**config.mk**
```make
export PLATFORM = sky130hd
export DESIGN_NAME = obstacle_scheduler_flat
export DESIGN_NICKNAME = d
export VERILOG_FILES = /design/src/rtl/obstacle_scheduler_if.sv /design/src/rtl/obstacle_scheduler.sv /design/src/flat_wrapper.sv
export SDC_FILE = /design/constraint.sdc
export NUM_CORES = 1
export LEC_CHECK = 0
export CAP_MARGIN = 20
export CELL_PAD_IN_SITES_DETAIL_PLACEMENT = 2
export CELL_PAD_IN_SITES_GLOBAL_PLACEMENT = 2
export CORE_ASPECT_RATIO = 1.75
export CORE_MARGIN = 2
export CORE_UTILIZATION = 33
export CTS_CLUSTER_SIZE = 20
export DETAILED_ROUTE_END_ITERATION = 7
export HOLD_SLACK_MARGIN = 0.15
export PLACE_DENSITY_LB_ADDON = 0.12
export SLEW_MARGIN = 30
export SYNTH_ARGS = -nofsm -noshare
export SYNTH_HDL_FRONTEND = slang
export SYNTH_SLANG_ARGS = --single-unit
export TNS_END_PERCENT = 10
```
**constraint.sdc**
```tcl
create_clock -name clk -period 6.5 [get_ports clk]
set_input_delay 1.3 -clock clk [delete_from_list [all_inputs] [get_ports clk]]
set_output_delay 1.3 -clock clk [all_outputs]
set_load 0.03 [all_outputs]
```
**src/rtl/obstacle_scheduler_if.sv**
```systemverilog
// obstacle_scheduler_if: game-state inputs and obstacle-slot outputs of the obstacle scheduler
interface obstacle_scheduler_if;
    logic        frame_tick;
    logic [1:0]  gamestate;
    logic [3:0]  speed;
    logic [13:0] score;
    logic [9:0]  ObstacleX;
    logic [9:0]  ObstacleY;
    logic [3:0]  ObstacleSEL;
    logic        BirdSEL;
    logic        obstacle_valid;
    logic        obstacle_passed;
    modport master (
        output frame_tick, gamestate, speed, score,
        input  ObstacleX, ObstacleY, ObstacleSEL, BirdSEL, obstacle_valid, obstacle_passed
    );
    modport slave (
        input  frame_tick, gamestate, speed, score,
        output ObstacleX, ObstacleY, ObstacleSEL, BirdSEL, obstacle_valid, obstacle_passed
    );
endinterface

```
**src/rtl/obstacle_scheduler.sv**
```systemverilog
// obstacle_scheduler: spawns, scrolls and retires the single obstacle slot with LFSR-randomized type and gap
module obstacle_scheduler #(
    parameter logic [9:0]  SPAWN_X    = 10'd640,
    parameter logic [9:0]  DINO_X     = 10'd60,
    parameter logic [9:0]  GROUND_Y   = 10'd380,
    parameter logic [9:0]  BIRD_Y_HI  = 10'd180,
    parameter logic [9:0]  BIRD_Y_LO  = 10'd230,
    parameter logic [6:0]  GAP_MIN    = 7'd40,
    parameter logic [6:0]  GAP_STEP   = 7'd4,
    parameter logic [13:0] BIRD_SCORE = 14'd200,
    parameter logic [15:0] LFSR_SEED  = 16'hACE1
) (
    input logic clk,
    input logic rst,
    obstacle_scheduler_if.slave bus
);
    typedef enum logic [1:0] {IDLE, GAP, ACTIVE, FROZEN} state_t;
    state_t      state_q, state_d;
    logic [9:0]  x_q, x_d, y_q, y_d;
    logic [3:0]  sel_q, sel_d;
    logic        bird_q, bird_d, valid_q, valid_d, passed_q, passed_d, flag_q, flag_d;
    logic [6:0]  gap_q, gap_d, next_gap_q, next_gap_d;
    logic [15:0] lfsr_q, lfsr_d;
    logic [1:0]  gs;
    logic [9:0]  s, x_dec, y_new;
    logic [3:0]  sel_new;
    logic [2:0]  t;
    logic        bird, retire;
    always_comb begin
        gs      = bus.gamestate == 2'b11 ? 2'b00 : bus.gamestate;
        s       = bus.speed == 4'd0 ? 10'd1 : {6'd0, bus.speed};
        x_dec   = x_q - s;
        retire  = x_q <= s;
        t       = lfsr_q[2:0];
        bird    = t[2] & t[1] & (bus.score >= BIRD_SCORE);
        sel_new = bird ? 4'b1000 : (t == 3'd2 || t[2:1] == 2'b11) ? 4'b0101 :
                  t == 3'd3 ? 4'b0110 : t == 3'd4 ? 4'b0111 : 4'b0100;
        // odd cactus codes are the big (taller) variants
        y_new   = bird ? (lfsr_q[3] ? BIRD_Y_HI : BIRD_Y_LO) :
                  sel_new[0] ? GROUND_Y - 10'd100 : GROUND_Y - 10'd70;
        lfsr_d  = {lfsr_q[14:0], lfsr_q[15] ^ lfsr_q[13] ^ lfsr_q[12] ^ lfsr_q[10]};
        state_d = state_q;
        x_d = x_q;
        y_d = y_q;
        sel_d = sel_q;
        bird_d = bird_q;
        valid_d = valid_q;
        passed_d = 1'b0;
        flag_d = flag_q;
        gap_d = gap_q;
        next_gap_d = next_gap_q;
        if (gs == 2'b00) begin
            state_d = IDLE;
            valid_d = 1'b0;
            x_d = SPAWN_X;
            gap_d = GAP_MIN;
            flag_d = 1'b0;
        end else if (state_q == IDLE) begin
            gap_d = GAP_MIN;
            state_d = gs == 2'b01 ? GAP : IDLE;
        end else if (state_q == FROZEN) begin
            if (gs == 2'b01) begin
                state_d = GAP;
                valid_d = 1'b0;
                x_d = SPAWN_X;
                gap_d = GAP_MIN;
                flag_d = 1'b0;
            end
        end else if (gs == 2'b10) begin
            state_d = FROZEN;
        end else if (bus.frame_tick && state_q == GAP) begin
            if (gap_q == 7'd1) begin
                state_d = ACTIVE;
                x_d = SPAWN_X;
                y_d = y_new;
                sel_d = sel_new;
                bird_d = bird & lfsr_q[3];
                valid_d = 1'b1;
                flag_d = 1'b0;
                next_gap_d = GAP_MIN + {3'd0, lfsr_q[7:4]} * GAP_STEP;
            end else begin
                gap_d = gap_q - 7'd1;
            end
        end else if (bus.frame_tick) begin
            // a retiring obstacle has necessarily left the dino behind
            if (!flag_q && (retire || x_dec < DINO_X)) begin
                passed_d = 1'b1;
                flag_d = 1'b1;
            end
            if (retire) begin
                state_d = GAP;
                valid_d = 1'b0;
                x_d = SPAWN_X;
                gap_d = next_gap_q;
            end else begin
                x_d = x_dec;
            end
        end
    end
    always_ff @(posedge clk) begin
        if (rst) begin
            state_q <= IDLE;
            x_q <= SPAWN_X;
            y_q <= GROUND_Y - 10'd70;
            sel_q <= 4'b0100;
            bird_q <= 1'b0;
            valid_q <= 1'b0;
            passed_q <= 1'b0;
            flag_q <= 1'b0;
            gap_q <= GAP_MIN;
            next_gap_q <= GAP_MIN;
            lfsr_q <= LFSR_SEED;
        end else begin
            state_q <= state_d;
            x_q <= x_d;
            y_q <= y_d;
            sel_q <= sel_d;
            bird_q <= bird_d;
            valid_q <= valid_d;
            passed_q <= passed_d;
            flag_q <= flag_d;
            gap_q <= gap_d;
            next_gap_q <= next_gap_d;
            lfsr_q <= lfsr_d;
        end
    end
    assign bus.ObstacleX = x_q;
    assign bus.ObstacleY = y_q;
    assign bus.ObstacleSEL = sel_q;
    assign bus.BirdSEL = bird_q;
    assign bus.obstacle_valid = valid_q;
    assign bus.obstacle_passed = passed_q;
endmodule

```
**src/flat_wrapper.sv**
```systemverilog
// flat-port wrapper written by rule: the top's interface ports become plain ports
module obstacle_scheduler_flat 
#(
    parameter logic [9:0]  SPAWN_X    = 10'd640,
    parameter logic [9:0]  DINO_X     = 10'd60,
    parameter logic [9:0]  GROUND_Y   = 10'd380,
    parameter logic [9:0]  BIRD_Y_HI  = 10'd180,
    parameter logic [9:0]  BIRD_Y_LO  = 10'd230,
    parameter logic [6:0]  GAP_MIN    = 7'd40,
    parameter logic [6:0]  GAP_STEP   = 7'd4,
    parameter logic [13:0] BIRD_SCORE = 14'd200,
    parameter logic [15:0] LFSR_SEED  = 16'hACE1
)
  (clk, rst, bus_frame_tick, bus_gamestate, bus_speed, bus_score, bus_ObstacleX, bus_ObstacleY, bus_ObstacleSEL, bus_BirdSEL, bus_obstacle_valid, bus_obstacle_passed);
  obstacle_scheduler_if bus_i ();
  input logic clk;
  input logic rst;
  input wire logic [$bits(bus_i.frame_tick)-1:0] bus_frame_tick;
  input wire logic [$bits(bus_i.gamestate)-1:0] bus_gamestate;
  input wire logic [$bits(bus_i.speed)-1:0] bus_speed;
  input wire logic [$bits(bus_i.score)-1:0] bus_score;
  output wire logic [$bits(bus_i.ObstacleX)-1:0] bus_ObstacleX;
  output wire logic [$bits(bus_i.ObstacleY)-1:0] bus_ObstacleY;
  output wire logic [$bits(bus_i.ObstacleSEL)-1:0] bus_ObstacleSEL;
  output wire logic [$bits(bus_i.BirdSEL)-1:0] bus_BirdSEL;
  output wire logic [$bits(bus_i.obstacle_valid)-1:0] bus_obstacle_valid;
  output wire logic [$bits(bus_i.obstacle_passed)-1:0] bus_obstacle_passed;
  assign bus_i.frame_tick = bus_frame_tick;
  assign bus_i.gamestate = bus_gamestate;
  assign bus_i.speed = bus_speed;
  assign bus_i.score = bus_score;
  assign bus_ObstacleX = bus_i.ObstacleX;
  assign bus_ObstacleY = bus_i.ObstacleY;
  assign bus_ObstacleSEL = bus_i.ObstacleSEL;
  assign bus_BirdSEL = bus_i.BirdSEL;
  assign bus_obstacle_valid = bus_i.obstacle_valid;
  assign bus_obstacle_passed = bus_i.obstacle_passed;
  obstacle_scheduler #(.SPAWN_X(SPAWN_X), .DINO_X(DINO_X), .GROUND_Y(GROUND_Y), .BIRD_Y_HI(BIRD_Y_HI), .BIRD_Y_LO(BIRD_Y_LO), .GAP_MIN(GAP_MIN), .GAP_STEP(GAP_STEP), .BIRD_SCORE(BIRD_SCORE), .LFSR_SEED(LFSR_SEED)) u_core (.clk(clk), .rst(rst), .bus(bus_i));
endmodule
```
==> flow_summary.ini <==
[clock_network]
clkLatencyLatePin_ns = 0.30
cts_resized = 0
cts_buffers = 5
cts_sinks = 52
cts_max_level = 2
root_buffer = clkbuf_16
clockBufferDepth = 2
clk_pin_slew_ns = 0.08
cts_tree = yes
ctsHoldBuffers = 0
post_cts_buffers = 0

[outcome]
status = complete, no violations

[floorplan]
core_area_mm2 = 0.00820
start_util_pct = 33.7
die_w_um = 73.2
dieArea_mm2 = 0.00916
io_pins = 50
rows = 44
die_h_um = 125

[pwr]
p_int_mw = 0.505
p_per_area_mw_per_mm2 = 202
sw_frac_of_total_pct = 26.2
pwr-share-comb_pct = 11.1
seqPwrFrac_pct = 48.7
power_mw = 0.684
clkPwrFrac_pct = 40.2
leakage_nw = 1.22
peakVddDrop_uv = 157
power.switching_mw = 0.179

[synth]
postSynthAreaPerCell_um2 = 8.49
synth_top_area_share_pct = 37.6
netlist_instances = 326
synth_edf_count = 0
synth-seq-area-share_pct = 37.6
synthesis.area_mm2 = 0.00277
yosys_warnings = 0
synth_cell_type_count = 64
synth_top_area_cell = dfxtp_1
ys_ff_latch = 52
synth_area_leaders = dfxtp_1 (38%), ha_1 (5.4%), a21oi_1 (5.1%), nand2_1 (3.7%), nor2_1 (3.4%)
synth-async-reset-ratio_pct = 0
synth_flop_cell = dfxtp_1

[placement]
place_congestion = 0.805
portBuffers = 44
dp_slack_ns = 2.03
hpwl_mm = 6.67

[critical_path]
start_kind = input port
reg2reg_to = u_core.bus.ObstacleX[9]
critPathKind = input port to flip-flop
r2r-start = u_core.bus.ObstacleX[0]
worstPathArrival_ns = 4.34
crit_path_end_kind = flip-flop
required_ns = 6.69
rrSetupSlack_ns = 3.70
crit_end = u_core.bus.ObstacleX[9]
crit_start = bus_speed[1]
crit_fanout = 8
r2r_cells = 9

[route]
dr.pass1.iters = 4
drt_iter0_drc = 42
drc = 0
routed_wl_mm = 8.42
ant_nets = 0
drt-vias-per-instance = 5.65
via_count = 2560
wl_per_cell_um = 18.6

[hold_path]
hold_class = flip-flop to flip-flop
whs_path_depth = 1

[timing]
maxSlewHeadroom_pct = 43.6
finalCritPeriodShare_pct = 63.8
fin_setup_tns_ns = 0
finalCriticalPeriod_ns = 4.15
clock_skew_ns = 0.00641
fmax_mhz = 241
rsz0062_at_grt = no
hold_viol_final = 0
timing.hold.ws_ns = 0.426
worstMarginPinSlew_ns = 0.843
fin_ws_ns = 2.35
maxSlewViolCount = 0
report.final.setup_viol = 0

[global_routing]
antenna_found_initial = 0
grt_pass1_wl_mm = 14.0
grt_pass1_vias = 2828
globalRoute.totalOverflow = 0
grt_usage_pct = 19.5
grt_max_degree = 35

[layout]
drive_gt1_share_pct = 8.31
fill_cells = 928
antennaDiodeCount = 0
finalNetCount = 396
layout_commonest_cell = dfxtp_1
syn_to_final_growth_pct = 22.4
mostFrequentLayoutCells = dfxtp_1 (52), clkdlybuf4s50_1 (44), a21oi_1 (28), nand2_1 (27), nor2_1 (25)

[job]
cap_viol_max_count = 0
## area by class of cell
cell class | count | area, um2 | area share, %
Timing Repair Buffer | 47 | 463 | 13.7
Clock buffer | 5 | 125 | 3.69
Sequential cell | 52 | 1040 | 30.7
Tap cell | 92 | 115 | 3.40
Inverter | 15 | 56.3 | 1.66
Clock inverter | 3 | 26.3 | 0.776
Multi-Input combinational cell | 239 | 1560 | 46.1
## worst min path at each step
stage                                  from                 to  slack, ns
final                      u_core.lfsr_q[9]  u_core.lfsr_q[10]       0.43
after global routing       u_core.lfsr_q[9]  u_core.lfsr_q[10]       0.44
after CTS                  u_core.lfsr_q[9]  u_core.lfsr_q[10]       0.42
after detailed placement   u_core.lfsr_q[9]  u_core.lfsr_q[10]       0.41
after global placement    u_core.lfsr_q[14]  u_core.lfsr_q[15]       0.40
after floorplan            u_core.lfsr_q[9]  u_core.lfsr_q[10]       0.39
## power groups by stage
stage               clock network [mW]  logic (mW)  registers (mW)
floorplan                            0      0.0464           0.339
global placement                     0      0.0747           0.340
detailed placement                   0      0.0767           0.341
CTS                              0.284      0.0771           0.333
global route                     0.294      0.0844           0.334
finish                           0.275      0.0757           0.333
## through the flow
step                      cell area (um2)  std cells  util [%]
after floorplan                      2770        327         -
after global placement               3240        445      39.4
after detailed placement             3240        445      39.4
after CTS                            3390        453      41.3
after global routing                 3390        453      41.3
final                                3390        453      41.3
## registers in the layout (all words and copies together) (netlist names)
signal                      cells
u_core.bus.BirdSEL              1
u_core.next_gap_q               5
u_core.flag_q                   1
u_core.gap_q                    7
u_core.bus.ObstacleY            6
u_core.state_q                  2
u_core.bus.obstacle_valid       1
u_core.bus.ObstacleSEL          2
u_core.lfsr_q                  16
u_core.bus.ObstacleX           10
u_core.bus.obstacle_passed      1
## routing by layer
metal  track usage [%]  wire length, um  vias to the layer above
met5                 0                0                        -
met4              5.77              136                        0
met3              2.66              203                        7
met2              40.2             5110                       50
met1              18.4             2970                     1274
li1                  -                -                     1229
## cell usage after synthesis, drive strengths merged, types with 6 or more instances
cell type  number
nor3            8
dfxtp          52
or3             7
a21oi          28
nand3           7
or2            12
nor2b           9
nand2          27
clkbuf         11
a211o           6
a21o            6
nor2           25
inv            15
nand2b          8
ha             12
nor4            9
buf            10
o21ai           9
## critical path, cell delays in order
cell	delay (ns)
clkdlybuf4s50_1	0.50
inv_1	0.07
a31o_2	0.20
ha_1	0.20
fa_1	0.44
nand2b_1	0.21
a211o_1	0.32
a21oi_1	0.53
buf_4	0.28
a21oi_1	0.07
o21ba_2	0.22
## cell families after synthesis
logic type | Yosys count | share of synthesized area, %
other cells | 1 | 0.136
mux | 2 | 0.724
flops | 52 | 37.6
xor+xnor | 6 | 1.90
simple gates | 132 | 26.5
compound gates | 84 | 20.8
fa+ha+maj | 13 | 6.15
buf+inv | 36 | 6.11
Power figures use the tool's default switching activity.
